$ cat config.mk
export PLATFORM = sky130hd
export DESIGN_NAME = tt_um_sv_uart_tx
export DESIGN_NICKNAME = d
export VERILOG_FILES = /design/src/rtl/tt_um_sv_uart_tx.sv
export SDC_FILE = /design/constraint.sdc
export NUM_CORES = 1
export LEC_CHECK = 0
export ABC_CLOCK_PERIOD_IN_PS = 2360
export BUFFER_PORTS_ARGS = -buffer_cell sky130_fd_sc_hd__buf_2
export CAP_MARGIN = 5
export CORE_AREA = 3 3 88 90
export DETAILED_ROUTE_END_ITERATION = 8
export DIE_AREA = 0 0 91 93
export SYNTH_ARGS = -nofsm -noshare
export SYNTH_HDL_FRONTEND = slang
export SYNTH_SLANG_ARGS = --single-unit
$ cat constraint.sdc
create_clock -name clk -period 2.36 [get_ports clk]
set_clock_uncertainty 0.1 [all_clocks]
set_input_delay 0.118 -clock clk [delete_from_list [all_inputs] [get_ports clk]]
set_output_delay 0.118 -clock clk [all_outputs]
set_load 0.005 [all_outputs]
$ cat src/rtl/tt_um_sv_uart_tx.sv
// UART transmitter: 8 data bits LSB first, optional even parity, one stop bit.
// The frame starts on a rising edge of uio_in[0]; a request edge seen while busy sets a sticky overrun flag.
module tt_um_sv_uart_tx #(
   parameter int CLKS_PER_BIT = 16
) (
   input  logic [7:0] ui_in,
   output logic [7:0] uo_out,
   input  logic [7:0] uio_in,
   output logic [7:0] uio_out,
   output logic [7:0] uio_oe,
   input  logic       ena,
   input  logic       clk,
   input  logic       rst_n
);

   typedef enum logic [2:0] {IDLE, START, DATA, PARITY, STOP} state_t;

   localparam logic [7:0] BAUD_LAST = 8'(CLKS_PER_BIT - 1);

   state_t     state, state_next;
   logic [7:0] baud_cnt, baud_next;
   logic [2:0] bit_idx, bit_next;
   logic [7:0] shreg, shreg_next;
   logic       par_en, par_en_next;
   logic       par_bit, par_bit_next;
   logic [6:0] frame_count, count_next;
   logic       overrun, overrun_next;
   logic       send_q;
   logic       send_edge;
   logic       bit_done;
   logic       tx;
   logic       busy;
   logic       unused;

   assign send_edge = uio_in[0] & ~send_q;
   assign bit_done  = (baud_cnt == BAUD_LAST);
   assign unused    = &{1'b0, ena, uio_in[7:2]};

   always_ff @(posedge clk or negedge rst_n) begin
      if (!rst_n) begin
         state       <= IDLE;
         baud_cnt    <= 8'd0;
         bit_idx     <= 3'd0;
         shreg       <= 8'd0;
         par_en      <= 1'b0;
         par_bit     <= 1'b0;
         frame_count <= 7'd0;
         overrun     <= 1'b0;
         send_q      <= 1'b0;
      end else begin
         state       <= state_next;
         baud_cnt    <= baud_next;
         bit_idx     <= bit_next;
         shreg       <= shreg_next;
         par_en      <= par_en_next;
         par_bit     <= par_bit_next;
         frame_count <= count_next;
         overrun     <= overrun_next;
         send_q      <= uio_in[0];
      end
   end

   // Parity is folded from the byte at latch time, so the shifter can consume the data freely.
   always_comb begin
      state_next   = state;
      baud_next    = bit_done ? 8'd0 : baud_cnt + 8'd1;
      bit_next     = bit_idx;
      shreg_next   = shreg;
      par_en_next  = par_en;
      par_bit_next = par_bit;
      count_next   = frame_count;
      overrun_next = overrun | (send_edge & (state != IDLE));
      case (state)
         IDLE: begin
            baud_next = 8'd0;
            if (send_edge) begin
               state_next   = START;
               shreg_next   = ui_in;
               par_en_next  = uio_in[1];
               par_bit_next = ^ui_in;
               bit_next     = 3'd0;
            end
         end
         START: begin
            if (bit_done) state_next = DATA;
         end
         DATA: begin
            if (bit_done) begin
               shreg_next = {1'b0, shreg[7:1]};
               bit_next   = bit_idx + 3'd1;
               if (bit_idx == 3'd7) state_next = par_en ? PARITY : STOP;
            end
         end
         PARITY: begin
            if (bit_done) state_next = STOP;
         end
         STOP: begin
            if (bit_done) begin
               state_next = IDLE;
               count_next = frame_count + 7'd1;
            end
         end
         default: state_next = IDLE;
      endcase
   end

   always_comb begin
      tx   = 1'b1;
      busy = (state != IDLE);
      case (state)
         START:   tx = 1'b0;
         DATA:    tx = shreg[0];
         PARITY:  tx = par_bit;
         default: tx = 1'b1;
      endcase
   end

   assign uo_out  = {overrun, frame_count};
   assign uio_out = {6'b000000, busy, tx};
   assign uio_oe  = 8'b0000_0011;

endmodule

Word level (Yosys, flattened, before mapping)
Index checks and enable logic that the tools add are counted.
{"block": "totals", "elab_cells": 53, "regBits": 33, "in_bits": 19, "out_inout_bits": 24}
{"block": "op_classes", "n_mux": 17, "reduce_logical": 8, "addsub": 3, "eq_ne": 12, "bitwise_logic": 4}
{"operator": "two-way mux 8 bit", "count": 4}
{"operator": "two-way mux 3 bit", "count": 9}
{"operator": "case mux 8 bit (2 select lines)", "count": 1}
{"operator": "case mux 3 bit (5 select lines)", "count": 1}
{"operator": "inequality test 2 bit, second input constant", "count": 6}
{"operator": "adder 8 x 1 -> 8 bit, second input constant", "count": 1}
{"operator": "== test 8 x 4 -> 1 bit, second input constant", "count": 1}
{"operator": "XOR reduction 8 bit", "count": 1}
{"operator": "adder 7 x 1 -> 7 bit, second input constant", "count": 1}
{"operator": "== test 3 x 2 -> 1 bit, second input constant", "count": 2}
{"operator": "== test 3 bit, second input constant", "count": 2}
{"operator": "case mux 3 bit (2 select lines)", "count": 1}
{"operator": "AND reduction 6 bit", "count": 1}
{"operator": "AND reduction 2 bit", "count": 2}
{"operator": "adder 3 x 1 -> 3 bit, second input constant", "count": 1}
{"operator": "== test 3 x 1 -> 1 bit, second input constant", "count": 1}
{"operator": "logical NOT 3 bit", "count": 1}
{"operator": "case mux 1 bit (3 select lines)", "count": 1}
{"operator": "AND reduction 3 bit", "count": 1}
{"operator": "nonzero test 3 bit", "count": 1}
{"operator": "AND 1 bit", "count": 2}
{"operator": "nonzero test 2 bit", "count": 1}
{"operator": "inverter 1 bit", "count": 1}
{"operator": "bitwise OR 1 bit", "count": 1}

Depth between registers and ports, before layout
{"block": "depth", "depth_word": 4, "ltp_mapped": 6, "depth_no_buf": 6}

Worst setup path after synthesis
OpenSTA, ideal clock, no wires.
{"block": "synth_timing", "kind": "register to register", "from": "reg baud_cnt[4]", "to": "reg frame_count[5]", "required_ps": 2181, "path_slack_ps": 403, "arrival_time_ps": 1778, "setup_time_ps": 79, "path_stages_with_launch": 6, "n_path_buf": 1, "synth_period_minus_slack_ps": 1957, "path_cell_list": "dfrtp_1 or4_4 or3_1 buf_6 nor3_2 xor2_1"}
{"block": "synth_via", "elab_chain_cells": 2}
{"element": "from (decl)", "line": "21", "source": "logic [7:0] baud_cnt, baud_next;"}
{"element": "from (signal assigned)", "line": "52", "source": "baud_cnt <= baud_next;"}
{"element": "== test 8 x 4 -> 1 bit", "line": "36", "source": "assign bit_done = (baud_cnt == BAUD_LAST);"}
{"element": "AND reduction 2 bit (no source line)"}
{"element": "to (signal assigned)", "line": "57", "source": "frame_count <= count_next;"}
{"element": "to (decl)", "line": "26", "source": "logic [6:0] frame_count, count_next;"}
Every way passes these cells.
A chain may end at the register's enable or synchronous reset.

Worst setup path after layout
{"block": "layout_timing", "from": "reg baud_cnt[4]", "to": "reg frame_count[6]"}
Same word-level chain as after synthesis.

==> impl_metrics.yaml <==
critical_path:
  cp_cell_sequence: "or4_4, or3_1, nor3_2, xor2_1"
  critical_path.max_fanout: 6
  cp.depth: 4
  crit_type: "reg2reg"
  cpLargestDelayFamily: "simple AND/OR/NAND/NOR gates"
  crit_path_top_delay_cell: "or4_4"
  required_ps: 2470
  timing.rr.start: "baud_cnt[4]"
  rr_worst_depth: 4
  path_buf_inv: 0
  crit_arrival_ps: 2170
  reg2reg_to: "frame_count[6]"
  cpPeakStageDelay_ps: 580
  startpoint_type: "register"
  rrSetupSlack_ps: 300
  crit_path_end_kind: "register"
place:
  port-buffer-count: 21
  gp_congestion: 0.783
  hpwlAfterDp_um: 2320
  dpl_cell_area_um2: 1900
layout:
  syn2layout_area_growth_pct: 16.8
  fin_nets: 221
  final_cell_area_um2: 2040
  diodes: 0
  fillerInstances: 763
  drive_above_1_share: 0.186
die:
  num_rows: 31
  die_h_um: 93
  die_area_um2: 8460
  ios: 43
  die_w_um: 91
  start_util: 0.245
  coreArea_um2: 7140
drt:
  top_layer: "met4"
  wl_per_cell_um: 10.7
  vias_per_cell: 4.17
  route.met2.wl_um: 1490
  wl_met1_um: 1480
  drc_errors: 0
  met3WireLength_um: 189
  ant_nets: 0
  routed_wl_um: 3200
  drtIter0Drc: 66
  vias: 1244
  firstDrtPassIters: 4
yosys:
  synth-seq-cells: 33
  synth_compound_area_frac: 0.0880
  synthesis.area_um2: 1750
  ys_types: 36
  synth_cells: 173
  synth-edff-count: 0
  synth_simple_gate_area_frac: 0.166
  synth.top_cell.area_share: 0.472
  synthFlopType: "dfrtp_1"
  synthTopCellsByArea: "dfrtp_1 (47%), buf_4 (7.3%), xnor2_1 (6.0%)"
  synth_top_family_by_area: "simple AND/OR/NAND/NOR gates"
  muxShareOfSynthArea: 0.0523
  synth_fa_ha_area_frac: 0.0286
  synth_top_cells_by_count: "dfrtp_1 (33), buf_4 (17), nand2_1 (15)"
  yosysMostFrequentCell: "dfrtp_1"
  synth_area_per_cell_um2: 10.1
  synth-async-reset-ratio: 1.00
  synth_warnings: 0
  synth-seq-area-share: 0.472
  synth_area_leader_cell: "dfrtp_1"
  synth_xor_area_frac: 0.0902
job:
  cap_viol_max_count: 0
clock_tree:
  ctsResizeCount: 0
  tritoncts: "done"
  cts_made_buffers: 5
  root_buffer: "clkbuf_8"
  clockBufferDepth: 2
  clk_pin_slew_worst_paths_ps: 70
  cts.sinks: 33
  htreeDepth: 2
  clock_latency_ps: 280
power:
  netSwitchingFraction: 0.317
  power_frac_seq: 0.426
  ir_drop_uv: 221
  power.switching_mw: 0.600
  p_leak_nw: 0.959
  power_density_nw_per_um2: 926
  intPower_mw: 1.29
  pwr-share-comb: 0.286
  power_mw: 1.89
  share_clk_of_total_power: 0.288
global_routing:
  grt_max_degree: 34
  gr-total-overflow: 0
  grt_pass1_wl_um: 5620
  antenna_found_initial: 0
  grt_usage: 0.0819
  grt_pass1_vias: 1218
hold_path:
  hp-start: "ui_in[6]"
  hold_path_class: "in2reg"
  whs_path_depth: 3
  min_to: "shreg[6]"
sta:
  slew_violations: 0
  fin_hold_ws_ps: 65.3
  fin_crit_ps: 2060
  totalNegativeSetupSlack_ps: 0
  min_period_over_period: 0.872
  setup_viol: 0
  hold_viol_final: 0
  slew_headroom: 0.504
  rsz0062_at_grt: "false"
  fmax_ghz: 0.486
  tightest_slew_ps: 744
outcome:
  status: "finished clean"
sequential cells by signal (all words and copies together) (netlist names):
register,flops
shreg,8
send_q,1
overrun,1
par_bit,1
par_en,1
bit_idx,3
frame_count,7
baud_cnt,8
state,3
how the worst max path moves through the flow:
stage,start,endpoint,slack [ps]
6_report,baud_cnt[4],frame_count[6],300
2_1_floorplan,baud_cnt[4],frame_count[5],400
3_5_place_dp,baud_cnt[4],frame_count[5],310
4_1_cts,baud_cnt[4],frame_count[6],300
3_3_place_gp,baud_cnt[4],frame_count[6],330
5_1_grt,baud_cnt[4],frame_count[6],200
final cells by class:
class | count | area (µm²) | share of cell area
clock buffers | 7 | 86.3 | 0.0423
clock inverters | 1 | 30.0 | 0.0147
inverters | 4 | 15.0 | 0.00735
multi-input cells | 126 | 796 | 0.390
flip-flops and latches | 33 | 826 | 0.404
well taps | 99 | 124 | 0.0607
repair buffers | 28 | 165 | 0.0809
tightest hold or removal path: cells and delay by family:
kind	cells	cell delay (ps)
AO/OA/AOI/OAI	1	140
buffers and inverters	1	90
multiplexers	1	60
what timing repair did:
action / 4_1_cts / 5_1_grt
endpoints found under the hold margin: 35 / 0
hold buffers: 3 / 0
buffers inserted: 0 / 0
logic make-up (layout without fill, tap and decap cells):
logic type	count (synthesis)	in the layout
AOI/OAI and AO/OA	24	24
other	2	14
buffers and inverters	26	40
and+or+nand+nor	57	57
muxes	9	9
DFF	33	33
adders and majority gates	4	4
xor gates and xnor gates	18	18
cell usage in the layout, fill, tap and decap left out, drive strengths merged:
cell type / netlist / routed
xnor2: 12 / 12
nor2b: 2 / 2
o2bb2ai: 1 / 1
mux2i: 8 / 8
o21ai: 12 / 12
conb: 2 / 14
nor4b: 1 / 1
clkbuf: 2 / 7
dfrtp: 33 / 33
a21o: 1 / 1
buf: 20 / 25
a311o: 1 / 1
dlygate4sd3: 0 / 3
or3: 3 / 3
o311ai: 1 / 1
and2: 1 / 1
a22o: 3 / 3
ha: 4 / 4
a21oi: 3 / 3
mux2: 1 / 1
xor2: 6 / 6
nand3: 13 / 13
inv: 4 / 4
nor2: 11 / 11
nor3b: 1 / 1
nor3: 5 / 5
or4: 1 / 1
o221ai: 1 / 1
and3: 2 / 2
bufinv: 0 / 1
nor4: 1 / 1
o32ai: 1 / 1
or3b: 1 / 1
nand2: 15 / 15
power groups by stage:
stage / registers (mW) / logic, mW / clock network, mW
6_report: 0.806 / 0.540 / 0.545
2_1_floorplan: 0.763 / 0.475 / 0
5_1_grt: 0.825 / 0.627 / 0.582
3_5_place_dp: 0.811 / 0.544 / 0
4_1_cts: 0.803 / 0.548 / 0.563
3_3_place_gp: 0.809 / 0.537 / 0
metal layers:
| layer | up-vias | global-route usage |
|---|---|---|
| li1 | 616 | - |
| met1 | 594 | 0.101 |
| met2 | 27 | 0.129 |
| met3 | 7 | 0.0346 |
| met4 | 0 | 0.0289 |
| met5 | - | 0 |
metrics by stage:
step	cells	setup WS, ps	utilization
floorplan	185	403	-
global placement	287	329	0.266
detailed placement	287	312	0.266
CTS	298	299	0.286
global route	298	200	0.286
finish	298	301	0.286
No activity file was read; power rests on OpenSTA's default activity.
